## src/rtl/sha1_pkg.sv

```systemverilog
// Shared SHA-1 types, constants and helpers for the single-round-per-clock core.
package sha1_pkg;

  typedef logic [31:0] uint_t;

  // Round-function select as it travels down the control pipeline.
  typedef enum logic [1:0] {
    FSEL_PAR = 2'b00,
    FSEL_CH  = 2'b01,
    FSEL_MAJ = 2'b10
  } fsel_e;

  localparam uint_t IV [5] = '{32'h67452301, 32'hEFCDAB89, 32'h98BADCFE,
                               32'h10325476, 32'hC3D2E1F0};

  localparam uint_t K0 = 32'h5A827999;
  localparam uint_t K1 = 32'h6ED9EBA1;
  localparam uint_t K2 = 32'h8F1BBCDC;
  localparam uint_t K3 = 32'hCA62C1D6;

  function automatic uint_t rotl(input uint_t x, input int unsigned n);
    return (x << n) | (x >> (32 - n));
  endfunction

  function automatic uint_t k_of(input logic [1:0] p);
    case (p)
      2'd0:    return K0;
      2'd1:    return K1;
      2'd2:    return K2;
      default: return K3;
    endcase
  endfunction

  function automatic fsel_e fsel_of(input logic [1:0] p);
    case (p)
      2'd0:    return FSEL_CH;
      2'd2:    return FSEL_MAJ;
      default: return FSEL_PAR;
    endcase
  endfunction

endpackage

```

## src/rtl/sha1_cycle_ctl.sv

```systemverilog
// Control generator: word-load delay, round-group phase, block-start init pulses
// and the mod-80 round counter that pre-stages the chaining add.
module sha1_cycle_ctl
  import sha1_pkg::*;
(
  input  logic       clk,
  input  logic       rst_n,
  input  logic       load6,
  input  logic       phase_advance7,
  output logic       load5,
  output logic [1:0] phase4,
  output logic [1:0] munged_phase2,
  output logic       init3,
  output logic       init2,
  output logic       init1,
  output logic       init13,
  output logic       init12
);

  logic [3:0] adv_sr;
  logic [1:0] phase3;
  logic [3:0] start_sr;
  logic [6:0] rnd;
  logic       synced;
  logic       start;

  // load5 still holds the previous load6 sample, so this is the rising edge.
  assign start = load6 & ~load5;

  always_ff @(posedge clk or negedge rst_n) begin
    if (!rst_n) begin
      load5         <= 1'b0;
      adv_sr        <= '0;
      phase4        <= 2'd3;
      phase3        <= 2'd3;
      munged_phase2 <= FSEL_PAR;
      start_sr      <= '0;
      init3         <= 1'b0;
      init2         <= 1'b0;
      init1         <= 1'b0;
      init13        <= 1'b0;
      init12        <= 1'b0;
      rnd           <= '0;
      synced        <= 1'b0;
    end else begin
      load5         <= load6;
      adv_sr        <= {adv_sr[2:0], phase_advance7};
      if (adv_sr[3]) phase4 <= phase4 + 2'd1;
      phase3        <= phase4;
      munged_phase2 <= fsel_of(phase3);
      start_sr      <= {start_sr[2:0], start};
      init3         <= start_sr[3];
      init2         <= init3;
      init1         <= init2;
      // rnd names the round executed at the end of the current clock.
      if (init2) begin
        rnd    <= '0;
        synced <= 1'b1;
      end else if (synced) begin
        rnd <= (rnd == 7'd79) ? 7'd0 : rnd + 7'd1;
      end
      init13 <= synced & ~init2 & (rnd == 7'd67);
      init12 <= synced & ~init2 & (rnd == 7'd68);
    end
  end

endmodule

```

## src/rtl/sha1_cycle_core.sv

```systemverilog
// SHA-1 compression core: one round per clock, streamed message words,
// chaining value folded in at each round-0 edge.
module sha1_cycle_core
  import sha1_pkg::*;
(
  input  logic        clk,
  input  logic        rst_n,
  input  logic        load6,
  input  logic        phase_advance7,
  input  logic [31:0] din,
  output logic [31:0] r
);

  logic       load5;
  logic [1:0] phase4;
  logic [1:0] munged_phase2;
  logic       init3, init2, init1, init13, init12;

  sha1_cycle_ctl u_ctl (
    .clk            (clk),
    .rst_n          (rst_n),
    .load6          (load6),
    .phase_advance7 (phase_advance7),
    .load5          (load5),
    .phase4         (phase4),
    .munged_phase2  (munged_phase2),
    .init3          (init3),
    .init2          (init2),
    .init1          (init1),
    .init13         (init13),
    .init12         (init12)
  );

  uint_t      w [16];
  uint_t      w_d [5];
  uint_t      a, b, c, d, e;
  uint_t      h [5];
  uint_t      h_op [5];
  uint_t      k3, k2, k1;
  logic [1:0] fsel1;
  logic       skip_add;
  logic       first_block;
  logic       active;

  uint_t w_next;
  uint_t s [5];
  uint_t hn [5];
  uint_t a_in, b_in, c_in, d_in, e_in;
  uint_t f, t;

  always_comb begin
    w_next = load5 ? din : rotl(w[2] ^ w[7] ^ w[13] ^ w[15], 1);
    s[0] = a;
    s[1] = b;
    s[2] = c;
    s[3] = d;
    s[4] = e;
    for (int i = 0; i < 5; i++) begin
      hn[i] = skip_add ? h_op[i] : h_op[i] + s[i];
    end
    // Round 0 starts from the freshly chained H rather than the working regs.
    a_in = init1 ? hn[0] : a;
    b_in = init1 ? hn[1] : b;
    c_in = init1 ? hn[2] : c;
    d_in = init1 ? hn[3] : d;
    e_in = init1 ? hn[4] : e;
    case (fsel1)
      FSEL_CH:  f = (b_in & c_in) | (~b_in & d_in);
      FSEL_MAJ: f = (b_in & c_in) | (b_in & d_in) | (c_in & d_in);
      default:  f = b_in ^ c_in ^ d_in;
    endcase
    t = rotl(a_in, 5) + f + e_in + k1 + w_d[4];
  end

  assign r = a;

  always_ff @(posedge clk or negedge rst_n) begin
    if (!rst_n) begin
      for (int i = 0; i < 16; i++) w[i] <= '0;
      for (int i = 0; i < 5; i++) begin
        w_d[i]  <= '0;
        h[i]    <= IV[i];
        h_op[i] <= IV[i];
      end
      a           <= '0;
      b           <= '0;
      c           <= '0;
      d           <= '0;
      e           <= '0;
      k3          <= K3;
      k2          <= K3;
      k1          <= K3;
      fsel1       <= FSEL_PAR;
      skip_add    <= 1'b1;
      first_block <= 1'b1;
      active      <= 1'b0;
    end else begin
      w[0] <= w_next;
      for (int i = 1; i < 16; i++) w[i] <= w[i-1];
      // Five-clock delay aligns each schedule word with its round.
      w_d[0] <= w[0];
      for (int i = 1; i < 5; i++) w_d[i] <= w_d[i-1];
      k3    <= k_of(phase4);
      k2    <= k3;
      k1    <= k2;
      fsel1 <= munged_phase2;
      // Operands of the chaining add settle well before round 0; init3/init2
      // cover a block restarted before the counter reaches init13/init12.
      if (init13 | init3) skip_add <= first_block;
      if (init12 | init2) begin
        for (int i = 0; i < 5; i++) h_op[i] <= h[i];
      end
      if (init1) begin
        for (int i = 0; i < 5; i++) h[i] <= hn[i];
        first_block <= 1'b0;
        active      <= 1'b1;
      end
      if (active | init1) begin
        a <= t;
        b <= a_in;
        c <= rotl(b_in, 30);
        d <= c_in;
        e <= d_in;
      end
    end
  end

endmodule

```

## config.mk

```make
export PLATFORM = sky130hd
export DESIGN_NAME = sha1_cycle_core
export DESIGN_NICKNAME = d
export VERILOG_FILES = /design/src/rtl/sha1_pkg.sv /design/src/rtl/sha1_cycle_ctl.sv /design/src/rtl/sha1_cycle_core.sv
export SDC_FILE = /design/constraint.sdc
export NUM_CORES = 2
export LEC_CHECK = 0
export ABC_AREA = 1
export CORE_MARGIN = 2
export CORE_UTILIZATION = 40
export DETAILED_ROUTE_END_ITERATION = 10
export HOLD_SLACK_MARGIN = 0.02
export PLACE_DENSITY = 0.64
export SLEW_MARGIN = 20
export SYNTH_ARGS = -nofsm -noshare
export SYNTH_HDL_FRONTEND = slang
export SYNTH_SLANG_ARGS = --single-unit
```

## constraint.sdc

```tcl
create_clock -name clk -period 7.7 [get_ports clk]
set_input_delay 0.77 -clock clk [delete_from_list [all_inputs] [get_ports clk]]
set_output_delay 0.77 -clock clk [all_outputs]
set_load 0.01 [all_outputs]
```

==> results.json <==
{
  "status": "completed",
  "grt_max_degree": 187,
  "clk_latency_ns": 0.72,
  "syn_avg_cell_area_um2": 9.52,
  "fmax_mhz": 147,
  "synth_edf_count": 0,
  "finalSetupTns_ns": 0,
  "synthArstFlopShare_pct": 100,
  "synth-seq-cells": 1064,
  "cts_made_buffers": 108,
  "yosysWarnings": 0,
  "skew_ns": 0.0382,
  "crit_path_end_kind": "flip-flop",
  "cpMaxStageDelayCell": "dfstp_2",
  "yosysTopAreaCellShare_pct": 43.5,
  "ys_types": 56,
  "critical_path.max_fanout": 5,
  "dieArea_mm2": 0.129,
  "hold_class": "input pin to asynchronous set/reset pin",
  "fin_crit_ns": 6.78,
  "clockBufferDepth": 3,
  "die_x_um": 360,
  "finalMaxSlewViolations": 0,
  "max_slew_margin_pct": 24.0,
  "place.gp.congestion": 0.931,
  "cts_resized": 0,
  "wirelength_um": 138000,
  "synth_area_mm2": 0.0506,
  "rrSetupSlack_ns": 0.92,
  "routed_via_density": 5.18,
  "cp.arrival_ns": 7.35,
  "syn_inst": 5315,
  "cp_num_buf_inv": 4,
  "post-route-period-util_pct": 88.1,
  "cts.sinks": 1064,
  "nNetsFinal": 5735,
  "dr.pass1.iters": 6,
  "maxCapViolCount": 0,
  "n_antenna_cell": 0,
  "post_cts_buffers": 0,
  "cts.hold.buffers_added": 0,
  "cts_max_level": 3,
  "final_hold_viol_count": 0,
  "hpwlAfterDp_um": 99900,
  "syn_nets": 5678,
  "dr.first_iter.drc_count": 3123,
  "path_delay_family": "adder cells",
  "portBuffers": 67,
  "coreArea_mm2": 0.126,
  "grt_overflow": 0,
  "drive_gt1_share_pct": 9.70,
  "ys_seq_area_share_pct": 53.1,
  "netlist_top_cells_count": "952 x nand2_1, 880 x dfrtp_1, 713 x o21ai_0, 609 x inv_1, 424 x nor2_1",
  "fp.dieH_um": 360,
  "root_buffer": "clkbuf_16",
  "grt_pass1_vias": 36000,
  "start_kind": "flip-flop",
  "drc": 0,
  "slowest_delay_ns": 0.55,
  "path_class": "flip-flop to flip-flop",
  "grt_pass1_wl_um": 214000,
  "worst_slew_pin_slew_ns": 1.13,
  "rsz0062_at_grt": "no",
  "final_antenna_net_count": 0,
  "ys_top_cells_by_area": "dfrtp_1 44%, dfstp_2 9.6%, nand2_1 7.1%, o21ai_0 7.1%, ha_1 5.0%",
  "setup_viol": 0,
  "yosysMostFrequentCell": "nand2_1",
  "route.vias.total": 36900,
  "utilization_pct": 45.4,
  "required_ns": 8.27,
  "grt.total_usage_pct": 21.3,
  "start_util_pct": 40.3,
  "core.rowCount": 130,
  "clkTransAtPathRegs_ns": 0.06,
  "yosysTopAreaCell": "dfrtp_1",
  "crit_path_frequent_cell": "nand2_1",
  "antenna_found_initial": 3,
  "cts_tree": "yes",
  "area_delta_synth_final_pct": 12.6,
  "post_drt_wl_per_cell_um": 19.4,
  "synth_flop_cell": "dfrtp_1",
  "pin_count": 68
}
-- stage by stage --
step,hold WS [ns],setup slack [ns],std cells,cell area (um^2)
floorplan,0.331,2.03,5315,50600
global placement,0.331,1.05,6912,53200
detailed placement,0.335,1.00,6912,53200
CTS,0.0863,0.960,7116,57000
global route,0.139,0.380,7116,57000
finish,0.0809,0.916,7116,57000
-- layout make-up --
type | count | area (um^2)
clock inverter | 49 | 612
fill | 11900 | 68600
tap | 1650 | 2060
multi-input combinational | 3462 | 20800
inverter | 613 | 2320
sequential | 1064 | 26900
clock buffer | 155 | 3140
timing repair buffer | 123 | 1220
-- flip-flops by register name (all words and copies together) (netlist names), 7 cells and up --
| signal | count |
|---|---|
| u_ctl.rnd | 7 |
| k3 | 13 |
| k1 | 13 |
| r | 32 |
| k2 | 13 |
| h_op | 160 |
| e | 32 |
| h | 160 |
| c | 32 |
| w | 352 |
| d | 32 |
| w_d | 160 |
| b | 32 |
-- placed cells by master, fill, tap and decap left out, types with 18 or more instances in the layout --
master	count
o211ai_1	56
nand3_1	134
clkbuf_16	109
nor2_1	422
fa_1	125
a21oi_2	22
xnor2_1	143
dfstp_2	183
xor2_1	68
nor3_1	35
o21ai_0	712
inv_1	607
buf_4	46
o21bai_1	18
nand2_1	952
clkbuf_8	24
o21a_1	23
o21ai_1	38
a31oi_1	23
clkbuf_1	22
clkdlybuf4s50_1	66
clkinv_2	18
ha_1	202
o22ai_1	19
a21oi_1	277
dfrtp_1	878
-- kinds of logic (layout without fill, tap and decap cells) --
family / count (synthesis) / after routing / synth area share, %
compound gates: 1298 / 1298 / 14.4
xor+xnor: 211 / 211 / 3.65
fa+ha+maj: 327 / 327 / 9.94
buf+inv: 789 / 940 / 5.90
flops: 1064 / 1064 / 53.1
mux: 4 / 4 / 0.0890
simple gates: 1622 / 1622 / 12.9
-- path summary, 6_finish.rpt --
path                       startpoint         to  cells after the start
min in group clk               w[507]   w_d[155]                      0
setup reg to reg             h_op[33]      r[26]                     34
setup / recovery             h_op[33]      r[26]                     34
max in group asynchronous       rst_n   w_d[140]                      3
hold reg to reg                w[507]   w_d[155]                      0
hold / removal                  rst_n  h_op[130]                      1
-- layer usage --
metal  track usage, %  up-vias  wire length [um]
li1                 -    17400                 -
met1             30.0    18200             62200
met2             33.1     1046             62400
met3             2.75      263              7420
met4             9.03        2              5890
met5                0        -                18
Power is left out: the tool's default activity adds up to more than one toggle a clock period on the data nets, which glitch-free logic cannot reach.
